<file path="src/rtl/wormhole_allocator.sv">
// Wormhole connection allocator: per-input IDLE/ESTABLISHED FSMs, per-output busy bit
// and round-robin pointer; a connection is held from header grant until its tail flit.
module wormhole_allocator #(
  parameter int PORTS = 4,
  parameter int DIR_W = $clog2(PORTS)
) (
  input  logic                        clk,
  input  logic                        rst,
  input  logic [PORTS-1:0]            req_i,
  input  logic [PORTS-1:0][DIR_W-1:0] req_dest_i,
  input  logic [PORTS-1:0]            tail_i,
  output logic [PORTS-1:0]            gnt_o,
  output logic [PORTS-1:0][DIR_W-1:0] gnt_dest_o,
  output logic [PORTS-1:0]            gnt_new_o,
  output logic [PORTS-1:0]            busy_o,
  output logic                        err_o
);

  typedef enum logic {IDLE, ESTABLISHED} state_t;

  state_t                      state [PORTS];
  logic [PORTS-1:0][DIR_W-1:0] ptr;
  logic [PORTS-1:0][PORTS-1:0] cand;
  logic [PORTS-1:0]            win_valid;
  logic [PORTS-1:0][DIR_W-1:0] win_idx;
  logic [DIR_W-1:0]            scan;
  logic                        dup_err;

  always_comb begin
    gnt_o = '0;
    for (int i = 0; i < PORTS; i++) begin
      gnt_o[i] = (state[i] == ESTABLISHED);
    end
  end

  // cand[j][i]: idle input i is presenting a header routed to output j
  always_comb begin
    cand = '0;
    for (int j = 0; j < PORTS; j++) begin
      for (int i = 0; i < PORTS; i++) begin
        cand[j][i] = (state[i] == IDLE) && req_i[i] && (req_dest_i[i] == DIR_W'(j));
      end
    end
  end

  // Round-robin search from ptr[j]; a busy output is not arbitrated, so a freed output waits one edge
  always_comb begin
    win_valid = '0;
    win_idx   = '0;
    scan      = '0;
    for (int j = 0; j < PORTS; j++) begin
      scan = ptr[j];
      for (int k = 0; k < PORTS; k++) begin
        if (!busy_o[j] && !win_valid[j] && cand[j][scan]) begin
          win_valid[j] = 1'b1;
          win_idx[j]   = scan;
        end
        scan = (scan == DIR_W'(PORTS-1)) ? '0 : scan + 1'b1;
      end
    end
  end

  always_comb begin
    dup_err = 1'b0;
    for (int a = 0; a < PORTS; a++) begin
      for (int b = a + 1; b < PORTS; b++) begin
        if (state[a] == ESTABLISHED && state[b] == ESTABLISHED &&
            gnt_dest_o[a] == gnt_dest_o[b]) begin
          dup_err = 1'b1;
        end
      end
    end
  end

  // Releases only touch established inputs and busy outputs, grants only idle inputs and free outputs
  always_ff @(posedge clk) begin
    if (!rst) begin
      for (int i = 0; i < PORTS; i++) begin
        state[i] <= IDLE;
      end
      gnt_dest_o <= '0;
      gnt_new_o  <= '0;
      busy_o     <= '0;
      ptr        <= '0;
      err_o      <= 1'b0;
    end else begin
      gnt_new_o <= '0;
      for (int i = 0; i < PORTS; i++) begin
        if (tail_i[i]) begin
          if (state[i] == ESTABLISHED) begin
            state[i]               <= IDLE;
            gnt_dest_o[i]          <= '0;
            busy_o[gnt_dest_o[i]]  <= 1'b0;
          end else begin
            err_o <= 1'b1;
          end
        end
      end
      for (int j = 0; j < PORTS; j++) begin
        if (win_valid[j]) begin
          state[win_idx[j]]      <= ESTABLISHED;
          gnt_dest_o[win_idx[j]] <= DIR_W'(j);
          gnt_new_o[win_idx[j]]  <= 1'b1;
          busy_o[j]              <= 1'b1;
          ptr[j]                 <= (win_idx[j] == DIR_W'(PORTS-1)) ? '0 : win_idx[j] + 1'b1;
        end
      end
      if (dup_err) begin
        err_o <= 1'b1;
      end
    end
  end

endmodule

</file>
<file path="config.mk">
export PLATFORM = sky130hd
export DESIGN_NAME = wormhole_allocator
export DESIGN_NICKNAME = d
export VERILOG_FILES = /design/src/rtl/wormhole_allocator.sv
export SDC_FILE = /design/constraint.sdc
export NUM_CORES = 1
export LEC_CHECK = 0
export ABC_AREA = 1
export CAP_MARGIN = 40
export CORE_MARGIN = 2
export CORE_UTILIZATION = 46
export CTS_CLUSTER_SIZE = 28
export DETAILED_ROUTE_END_ITERATION = 7
export GPL_TIMING_DRIVEN = 0
export PLACE_DENSITY = 0.7
export SLEW_MARGIN = 0
export SYNTH_ARGS = -nofsm -noshare
export SYNTH_HDL_FRONTEND = slang
export SYNTH_SLANG_ARGS = --single-unit
</file>
<file path="constraint.sdc">
create_clock -name clk -period 2.6 [get_ports clk]
set_input_delay 0.39 -clock clk [delete_from_list [all_inputs] [get_ports clk]]
set_output_delay 0.39 -clock clk [all_outputs]
set_load 0.05 [all_outputs]
</file>
==> results.md <==
Outcome:
- The flow ran to the end, and the final reports show no timing, DRC or antenna violations.

Die:
- The die covers between 7000 and 8000 µm².
- In this run the vertical extent of the chip is between 80 and 90 µm.
- The area of the core region is around 6800 µm².
- The starting utilization of the core area is 0.4744.
- The number of standard-cell rows in the floorplan is 30.
- The horizontal die dimension is approximately 87 µm.
- During I/O placement, the number of pins put on the boundary was 39.

Yosys:
- The library cell occupying the most area in the post-synthesis netlist is sky130_fd_sc_hd__dfxtp_1.
- By area the synthesized netlist is led by sky130_fd_sc_hd__dfxtp_1 18%, sky130_fd_sc_hd__nand3_1 15%, sky130_fd_sc_hd__nand2_1 11%.
- The count of flip-flops with a built-in enable after synthesis is 0.
- For this run, the leading register cell type out of synthesis is sky130_fd_sc_hd__dfxtp_1.
- After synthesis, the most frequently instantiated cells are 96 x sky130_fd_sc_hd__nand3_1, 92 x sky130_fd_sc_hd__nand2_1, 66 x sky130_fd_sc_hd__inv_1.
- In the synthesized netlist, the number of instances is between 500 and 600.
- The most repeated cell in the gate-level netlist after synthesis is sky130_fd_sc_hd__nand3_1.
- The share of synthesized area in the top cell type comes to 0.1811.
- The mapped netlist covers ~3200 µm².
- The post-synthesis cell type count is 39.
- The share of the Yosys chip area taken by registers is 0.1811.
- The share of flip-flops with an asynchronous set or reset is 0.
- The flip-flop and latch count after synthesis is 29.
- When the netlist entered floorplanning its net count stood at between 500 and 600.
- In this run the mean area of a mapped cell was 6.176 µm².
- Yosys printed 0 warnings.

Min path:
- The startpoint of the lowest-slack hold path is ptr[4].
- The path class of the lowest-slack min-delay path is flop to flop.

Placement:
- The count of buffers added on input and output ports is 36.
- Detailed placement finished with a half-perimeter wire length of a little under 8000 µm.
- Routability-driven placement finished with a final weighted congestion of between 0.9 and 1.
- The placed instance count is between 600 and 700.

STA:
- The maximum clock skew at final layout is ~0.011 ns.
- The max-slew violation total from the final report was 0.
- The routed design could run at a clock period as short as approximately 2.5 ns.
- The worst pin sits at a relative slew slack of 0.6338.
- Setup violations remaining at the end of the flow were counted as 0.
- The number of endpoints with negative hold slack in the final report is 0.
- The worst hold slack after final layout is between 0.5 and 0.6 ns.
- In the finished design, the share of the clock period the worst path needs comes to 0.9630.
- At the pin with the least slew margin, the transition time is 0.5493 ns.
- The fmax is 399.4 MHz.

Routing:
- The count of routing violations after the opening detailed-route iteration is approximately 240.
- Wires add up to ~11000 µm.
- The first-pass iteration count of the detailed router is 5.
- The average via count per standard cell is ~5.7.
- The final antenna-violating net count is 0.
- The routed via count is 3791.
- The remaining routing DRC violations is 0.
- The average wire length per cell after detail routing is 16.30 µm.

Worst setup path:
- The worst setup path is launched from a flop.
- The most critical setup path has its startpoint at ptr[0].
- The kind of critical path is flop to flop.
- The capturing element type of the critical path is a flop.
- The top fanout value on the critical path is 7.
- For flop-to-flop paths, the worst setup slack is between 0.09 and 0.1 ns.
- The arrival time of data at the critical path endpoint is between 2 and 3 ns.
- In this run the critical register-to-register path is launched from ptr[0].
- At the worst endpoint, the required time is ~2.8 ns.

Global routing:
- The via count of the first global-routing pass is 3316.
- In the global route stage, overall resource usage came out at 0.2717.
- The number of antenna violations at the first check in global routing was 0.
- Entering global routing, the biggest net connects 11 pins.
- For this run the aggregate overflow at the end of global routing stands at 0.
- The first global-routing pass estimated between 15000 and 20000 µm of wire.

Clocking:
- The maximum buffer depth of the clock tree is 2.
- The buffer cell driving the clock tree root is sky130_fd_sc_hd__clkbuf_8.
- The clock reaches the later pin of the worst-skew pair after around 0.29 ns.
- Clock-pin slew was measured on the worst setup and hold paths at 0.08 ns.
- Clock tree synthesis found a total of 29 sinks.
- The depth of the CTS H-tree is 2.
- In this run, CTS created clock tree buffers numbering 5.
- TritonCTS built the clock tree.

Finish:
- The net total in the final layout is a little over 600.
- The layout overhead on the synthesized area is 37.86%.
- The number of antenna diodes in the final layout is 0.
- The fraction of layout instances using a drive strength above 1 is 0.3070.
- The finished layout holds 663 standard cells, fillers aside.

Flow run:
- Max-cap violations in this run came to 0.
==> repair_timing <==
action,CTS,global route
setup buffers,8,11
gates cloned,0,1
endpoints found under the setup margin,15,19
gates resized for setup,20,114
hold buffers,0,0
endpoints found under the hold margin,0,0
pin swaps,7,39
==> layout make-up <==
cell class | count | area [µm²]
clock inverter | 2 | 37.54
multi-input combinational | 393 | 2610
inverter | 79 | 299.0
timing repair buffer | 56 | 566.8
buffer | 18 | 126.4
fill | 610 | 2337
clock buffer | 6 | 82.58
sequential | 29 | 596.8
tap | 80 | 100.1
==> metal layers <==
layer	global-route usage	routed length (µm)	vias up
met2	0.4566	5351	131
met3	0.04929	550	20
met5	0	0	-
met1	0.3661	4749	1791
met4	0.04755	157	0
li1	-	-	1849
==> flip-flops by register name (all words and copies together), names as in the netlist <==
signal	flops
gnt_new_o	4
state	4
err_o	1
ptr	8
gnt_dest_o	8
busy_o	4
==> cell families after synthesis <==
logic type	after synthesis	share of synthesized area
xor gates and xnor gates	6	0.01639
and+or+nand+nor	305	0.4774
buffers and inverters	97	0.1311
AOI/OAI and AO/OA	62	0.1159
adders and majority gates	20	0.07806
DFF	29	0.1811
==> cell usage in the layout (no fill, tap or decap), types with 3 or more instances in the layout <==
master / n
sky130_fd_sc_hd__o21ai_1: 7
sky130_fd_sc_hd__clkbuf_1: 6
sky130_fd_sc_hd__a21oi_2: 6
sky130_fd_sc_hd__xnor2_1: 4
sky130_fd_sc_hd__o22ai_1: 7
sky130_fd_sc_hd__clkbuf_8: 6
sky130_fd_sc_hd__o21ai_0: 11
sky130_fd_sc_hd__clkdlybuf4s50_1: 26
sky130_fd_sc_hd__nor2_4: 16
sky130_fd_sc_hd__nand4_1: 13
sky130_fd_sc_hd__ha_1: 7
sky130_fd_sc_hd__dlymetal6s2s_1: 10
sky130_fd_sc_hd__ha_2: 8
sky130_fd_sc_hd__nor2_1: 38
sky130_fd_sc_hd__a21oi_1: 15
sky130_fd_sc_hd__nand2_1: 77
sky130_fd_sc_hd__buf_4: 19
sky130_fd_sc_hd__inv_2: 16
sky130_fd_sc_hd__nand4_2: 3
sky130_fd_sc_hd__nand2_4: 9
sky130_fd_sc_hd__dfxtp_1: 24
sky130_fd_sc_hd__nor3_1: 5
sky130_fd_sc_hd__a31oi_1: 4
sky130_fd_sc_hd__ha_4: 5
sky130_fd_sc_hd__inv_1: 60
sky130_fd_sc_hd__dfxtp_4: 4
sky130_fd_sc_hd__nand2_2: 23
sky130_fd_sc_hd__nand3_2: 27
sky130_fd_sc_hd__nand3_1: 75
sky130_fd_sc_hd__nor2_2: 13
sky130_fd_sc_hd__buf_6: 10
==> per-stage QoR <==
stage | TNS [ns] | cell area, µm² | utilization | setup WS, ns
2_1_floorplan | 0 | 3206 | - | 0.2836
3_3_place_gp | -4.960 | 3666 | 0.5426 | -0.3545
3_5_place_dp | -5.392 | 3666 | 0.5426 | -0.3670
4_1_cts | -0.05397 | 3919 | 0.5800 | -0.01852
5_1_grt | -0.1505 | 4419 | 0.6541 | -0.04448
6_report | 0 | 4419 | 0.6541 | 0.09632
==> final timing paths <==
path,endpoint,cells past startpoint
min reg2reg,ptr[4],2
max reg2reg,gnt_dest_o[0],19
min,ptr[4],2
max,gnt_dest_o[0],19
==> critical path, cell delays in order, from the launching register on <==
cell and delay (ns):
sky130_fd_sc_hd__dfxtp_4 0.41, sky130_fd_sc_hd__ha_2 0.33, sky130_fd_sc_hd__inv_4 0.12, sky130_fd_sc_hd__nor2_4 0.06
sky130_fd_sc_hd__nand2_1 0.06, sky130_fd_sc_hd__nand2_1 0.05, sky130_fd_sc_hd__nor2_2 0.15, sky130_fd_sc_hd__nand2_4 0.09
sky130_fd_sc_hd__nor2_4 0.11, sky130_fd_sc_hd__nor2_2 0.04, sky130_fd_sc_hd__nand2_1 0.08, sky130_fd_sc_hd__inv_2 0.06
sky130_fd_sc_hd__a21oi_4 0.20, sky130_fd_sc_hd__buf_6 0.14, sky130_fd_sc_hd__ha_4 0.15, sky130_fd_sc_hd__nand2_2 0.08
sky130_fd_sc_hd__nand2_1 0.08, sky130_fd_sc_hd__nand2_1 0.05, sky130_fd_sc_hd__nand2_1 0.07, sky130_fd_sc_hd__a21oi_2 0.05
Power is not shown: default switching activity piles up to over one toggle a cycle in this logic, so the estimate is an artifact.
